<file path="config.mk">
export PLATFORM = sky130hd
export DESIGN_NAME = uart_tx_arbiter
export DESIGN_NICKNAME = d
export VERILOG_FILES = /design/src/rtl/uart_tx_arbiter.sv
export SDC_FILE = /design/constraint.sdc
export NUM_CORES = 1
export LEC_CHECK = 0
export BUFFER_PORTS_ARGS = -buffer_cell sky130_fd_sc_hd__buf_4
export CAP_MARGIN = 40
export CORE_MARGIN = 5
export CORE_UTILIZATION = 52
export DETAILED_ROUTE_END_ITERATION = 6
export PLACE_DENSITY = 0.79
export SLEW_MARGIN = 20
export SYNTH_ARGS = -nofsm -noshare
export SYNTH_HDL_FRONTEND = slang
export SYNTH_SLANG_ARGS = --single-unit
</file>
<file path="constraint.sdc">
create_clock -name clk -period 2.8 [get_ports clk]
set_clock_uncertainty 0.15 [all_clocks]
set_input_delay 0.7 -clock clk [delete_from_list [all_inputs] [get_ports clk]]
set_output_delay 0.7 -clock clk [all_outputs]
set_load 0.01 [all_outputs]
</file>
<file path="src/rtl/uart_tx_arbiter.sv">
// Round-robin arbiter sharing one UART transmitter between byte-stream clients.
// A grant is held for a whole message, bytes are paced against tx_busy, and a stalled owner is timed out.
module uart_tx_arbiter #(
  parameter int NUM_CLIENTS    = 4,
  parameter int TIMEOUT_CYCLES = 65535
) (
  input  logic                     clk,
  input  logic                     rst,
  input  logic [8*NUM_CLIENTS-1:0] cli_data,
  input  logic [NUM_CLIENTS-1:0]   cli_valid,
  input  logic [NUM_CLIENTS-1:0]   cli_last,
  output logic [NUM_CLIENTS-1:0]   cli_ready,
  output logic [NUM_CLIENTS-1:0]   grant,
  output logic [7:0]               tx_data,
  output logic                     tx_wr,
  input  logic                     tx_busy,
  output logic                     timeout
);

  localparam int IW = (NUM_CLIENTS > 1) ? $clog2(NUM_CLIENTS) : 1;
  localparam int CW = (TIMEOUT_CYCLES > 1) ? $clog2(TIMEOUT_CYCLES + 1) : 1;
  localparam logic [CW-1:0] CNT_MAX  = CW'(TIMEOUT_CYCLES);
  localparam logic [CW-1:0] CNT_FIRE = CW'((TIMEOUT_CYCLES > 0) ? TIMEOUT_CYCLES - 1 : 0);
  localparam logic [IW-1:0] LAST_RST = IW'(NUM_CLIENTS - 1);

  typedef enum logic [1:0] {
    IDLE,
    XFER,
    STROBE,
    GUARD
  } state_t;

  state_t                 state_q, state_d;
  logic [NUM_CLIENTS-1:0] grant_q, grant_d;
  logic [IW-1:0]          owner_q, owner_d;
  logic [IW-1:0]          last_grant_q, last_grant_d;
  logic [7:0]             tx_data_q, tx_data_d;
  logic                   last_flag_q, last_flag_d;
  logic                   tx_wr_q, tx_wr_d;
  logic                   timeout_q, timeout_d;
  logic [CW-1:0]          cnt_q, cnt_d;

  logic [IW-1:0]          pick_idx;
  logic                   pick_found;
  logic                   owner_valid;
  logic                   owner_last;
  logic [7:0]             owner_data;
  logic                   accept;

  // Search upward from the client after the last owner, wrapping modulo NUM_CLIENTS.
  always_comb begin
    int            cand;
    logic [IW-1:0] cand_idx;
    pick_idx   = '0;
    pick_found = 1'b0;
    cand       = 0;
    cand_idx   = '0;
    for (int k = 1; k <= NUM_CLIENTS; k++) begin
      cand = int'(last_grant_q) + k;
      if (cand >= NUM_CLIENTS) begin
        cand = cand - NUM_CLIENTS;
      end
      cand_idx = IW'(cand);
      if (!pick_found && cli_valid[cand_idx]) begin
        pick_idx   = cand_idx;
        pick_found = 1'b1;
      end
    end
  end

  always_comb begin
    owner_valid = cli_valid[owner_q];
    owner_last  = cli_last[owner_q];
    owner_data  = cli_data[{owner_q, 3'b000} +: 8];
    accept      = (state_q == XFER) && owner_valid && !tx_busy;
  end

  always_comb begin
    cli_ready = '0;
    if ((state_q == XFER) && !tx_busy) begin
      cli_ready = grant_q;
    end
  end

  always_comb begin
    state_d      = state_q;
    grant_d      = grant_q;
    owner_d      = owner_q;
    last_grant_d = last_grant_q;
    tx_data_d    = tx_data_q;
    last_flag_d  = last_flag_q;
    cnt_d        = cnt_q;
    tx_wr_d      = 1'b0;
    timeout_d    = 1'b0;
    case (state_q)
      IDLE: begin
        grant_d = '0;
        if (pick_found) begin
          grant_d[pick_idx] = 1'b1;
          owner_d           = pick_idx;
          cnt_d             = '0;
          state_d           = XFER;
        end
      end
      XFER: begin
        if (accept) begin
          tx_data_d   = owner_data;
          last_flag_d = owner_last;
          cnt_d       = '0;
          tx_wr_d     = 1'b1;
          state_d     = STROBE;
        end else if (!owner_valid) begin
          // This idle cycle is the TIMEOUT_CYCLES-th one: release the owner now.
          if ((TIMEOUT_CYCLES != 0) && (cnt_q == CNT_FIRE)) begin
            timeout_d    = 1'b1;
            last_grant_d = owner_q;
            grant_d      = '0;
            cnt_d        = '0;
            state_d      = IDLE;
          end else if (cnt_q != CNT_MAX) begin
            cnt_d = cnt_q + CW'(1);
          end
        end
      end
      STROBE: begin
        state_d = GUARD;
      end
      GUARD: begin
        if (last_flag_q) begin
          last_grant_d = owner_q;
          grant_d      = '0;
          state_d      = IDLE;
        end else begin
          cnt_d   = '0;
          state_d = XFER;
        end
      end
      default: begin
        grant_d = '0;
        state_d = IDLE;
      end
    endcase
  end

  always_ff @(posedge clk or negedge rst) begin
    if (!rst) begin
      state_q      <= IDLE;
      grant_q      <= '0;
      owner_q      <= '0;
      last_grant_q <= LAST_RST;
      tx_data_q    <= 8'h00;
      last_flag_q  <= 1'b0;
      tx_wr_q      <= 1'b0;
      timeout_q    <= 1'b0;
      cnt_q        <= '0;
    end else begin
      state_q      <= state_d;
      grant_q      <= grant_d;
      owner_q      <= owner_d;
      last_grant_q <= last_grant_d;
      tx_data_q    <= tx_data_d;
      last_flag_q  <= last_flag_d;
      tx_wr_q      <= tx_wr_d;
      timeout_q    <= timeout_d;
      cnt_q        <= cnt_d;
    end
  end

  assign grant   = grant_q;
  assign tx_data = tx_data_q;
  assign tx_wr   = tx_wr_q;
  assign timeout = timeout_q;

endmodule
</file>
==> impl_metrics.tcl <==
set metrics [dict create \
    wl_per_cell_um 16.4 \
    yosys_warnings 0 \
    grt_util_all_layers 0.215 \
    critical_path_class "primary input to register" \
    crit_path_end_kind "register" \
    place_ws_ns 0.103 \
    die_area_mm2 0.00570 \
    syn_avg_cell_area_um2 9.88 \
    path_buf_inv 2 \
    p_int_mw 1.59 \
    ir_drop_uv 603 \
    fill_cells 340 \
    overflow 0 \
    h-tree-depth 2 \
    swShare 0.389 \
    max_freq_mhz 421 \
    place.port_buffers 60 \
    p_leak_nw 1.26 \
    fin_nets 335 \
    fin_crit_ns 2.38 \
    cp_slowest_stage_delay_ns 0.54 \
    crit_chain "buf_4, mux4_2, nand2_2, a221oi_2, buf_12, or4_1, a21oi_1" \
    worstPathArrival_ns 2.44 \
    dp.cells 332 \
    crit_family "simple AND/OR/NAND/NOR gates" \
    dp_hpwl_mm 4.18 \
    row_count 23 \
    vias_per_cell 6.14 \
    worst_pin_slew_ns 0.527 \
    rsz0062_at_grt "no" \
    netlist_instances 226 \
    cts-root-buf "clkbuf_8" \
    regToRegSetupSlack_ns 0.44 \
    grt_pass1_vias 2158 \
    async_flop_share 1.00 \
    grt_pass1_wl_mm 9.47 \
    tns_ns 0 \
    ant_nets 0 \
    clk_pin_slew_ns 0.08 \
    cts_tree "done" \
    synthFlopType "dfrtp_1" \
    design_area_mm2 0.00287 \
    ys_seq_area_frac 0.416 \
    pwr-share-clk 0.188 \
    numClockSinks 37 \
    layout-drive-gt1-share 0.337 \
    clock_latency_ns 0.30 \
    ff2ff_path_depth 7 \
    dr.pass1.iters 4 \
    r2r_end "cnt_q[14]" \
    pin_count 61 \
    reg2reg_from "state_q[0]" \
    wirelength_mm 5.58 \
    die_w_um 75.5 \
    place_area_mm2 0.00275 \
    p_per_area_mw_per_mm2 904 \
    numCtsBuffers 5 \
    finalWorstSetupSlack_ns 0.425 \
    chipHeight_um 75.5 \
    stdcell_count 341 \
    critPathSlowestCell "mux4_2" \
    p_switching_mw 1.01 \
    cp-start-kind "primary input" \
    areaGrowthSynthToFinish_pct 28.8 \
    initial_core_util 0.546 \
    final_max_slew_viol_count 0 \
    clock_path_buffers 2 \
    postCtsSetupBuffers 0 \
    synth_edf_count 0 \
    vias 2093 \
    ys_types 47 \
    comb_power_share 0.490 \
    crit_fanout 30 \
    setup_viol 0 \
    syn_nets 271 \
    worstHoldPathType "primary input to async pin" \
    maxCapViolations 0 \
    drt_iter0_drc 187 \
    status "complete, no violations" \
    power_frac_seq 0.323 \
    fin_crit_sh 0.848 \
    cts_resized 0 \
    worstPathRequired_ns 2.87 \
    fin_hold_ws_ns 0.200 \
    syn-cell-area_mm2 0.00223 \
    relSlewSlack 0.646 \
    place_congestion 0.917 \
    drcViolationCount 0 \
    synth-seq-cells 37 \
    diodes 0 \
    final_hold_viol_count 0 \
    grt_max_degree 38 \
    coreArea_mm2 0.00409 \
    antenna_found_initial 0 \
    cts_hold_buf 0 \
]
## kinds of logic after synthesis
kind of cell             synth area share
AO/OA/AOI/OAI                       0.150
flip-flops                          0.416
adder cells (fa/ha/maj)            0.0112
AND/OR/NAND/NOR                     0.249
buffers and inverters              0.0437
multiplexers                        0.129
## cells in the final DEF (no fill, tap or decap), drive strengths merged
master | Yosys | final
a211oi | 1 | 1
a21oi | 15 | 15
a221o | 1 | 1
a221oi | 1 | 1
a31oi | 3 | 3
and2 | 5 | 5
and3 | 3 | 3
and4 | 2 | 2
buf | 8 | 68
bufinv | 0 | 1
clkbuf | 3 | 6
clkinvlp | 0 | 1
dfrtp | 35 | 35
dfstp | 2 | 2
ha | 2 | 2
inv | 9 | 9
mux2 | 3 | 3
mux2i | 3 | 3
mux4 | 10 | 10
nand2 | 41 | 41
nand2b | 1 | 1
nand3 | 8 | 8
nand3b | 2 | 2
nand4 | 4 | 4
nor2 | 3 | 3
nor3 | 4 | 4
nor3b | 1 | 1
nor4 | 7 | 7
o21a | 2 | 2
o21ai | 16 | 16
o21bai | 1 | 1
o22ai | 2 | 2
o311ai | 1 | 1
o31ai | 9 | 9
o41ai | 2 | 2
or3 | 2 | 2
or3b | 1 | 1
or4 | 9 | 9
or4b | 4 | 4
## metrics by stage
stage | total power, mW | util
floorplan | 1.67 | -
global placement | 2.06 | 0.672
detailed placement | 2.10 | 0.672
CTS | 2.59 | 0.701
global route | 2.79 | 0.703
finish | 2.60 | 0.703
## power by group through the flow
| stage | Combinational (mW) | Sequential (mW) | Clock [mW] |
|---|---|---|---|
| after floorplan | 0.832 | 0.842 | 0 |
| after detailed placement | 1.26 | 0.844 | 0 |
| after global routing | 1.41 | 0.863 | 0.517 |
| after global placement | 1.22 | 0.841 | 0 |
| final | 1.27 | 0.838 | 0.487 |
| after CTS | 1.26 | 0.837 | 0.493 |
## flip-flops by register name (all words and copies together) (netlist names), named ones only
name and cells:
last_flag_q 1, state_q 1, tx_wr 1, owner_q 2, grant 4, cnt_q 16, timeout 1, tx_data 8
last_grant_q 2
## area by class of cell
cell class	count	area, um2	share of cell area
clock buffers	6	82.6	0.0287
well taps	50	62.6	0.0218
flip-flops and latches	37	928	0.323
repair buffers	68	523	0.182
multi-input cells	169	1210	0.420
inverters	9	33.8	0.0118
clock inverters	2	37.5	0.0131
## worst reg2reg max path: cells and delay by family, from the launching register on
kind / cells / cell delay, ns
flip-flops: 1 / 0.51
AO/OA/AOI/OAI: 1 / 0.16
AND/OR/NAND/NOR: 4 / 1.00
buffers and inverters: 2 / 0.45
## cell usage after synthesis (all sizes together), types with 4 or more instances
cell type  instances  share of area
nand2             41          0.071
dfrtp             35           0.39
o21ai             16          0.036
a21oi             15          0.034
mux4              10           0.10
inv                9          0.015
o31ai              9          0.030
or4                9          0.030
buf                8          0.024
nand3              8          0.018
nor4               7          0.022
and2               5          0.014
nand4              4          0.011
nor3               4          0.018
or4b               4          0.018
## routing by layer
layer	wire length, um	track usage
met2	2680	0.353
met1	2320	0.268
met5	0	0
met4	110	0.0718
met3	462	0.0712
## how the worst max path moves through the flow
stage / startpoint / to / slack [ns] / depth (start not counted)
global route: state_q[0] / cnt_q[14] / 0.24 / 7
floorplan: cli_valid[3] / cnt_q[11] / 0.41 / 6
CTS: cnt_q[0] / cnt_q[3] / 0.40 / 7
global placement: cli_valid[3] / cnt_q[6] / 0.17 / 6
detailed placement: cli_valid[3] / cnt_q[6] / 0.10 / 6
finish: cli_valid[3] / cnt_q[14] / 0.42 / 7
No activity file was read; power rests on OpenSTA's default activity.
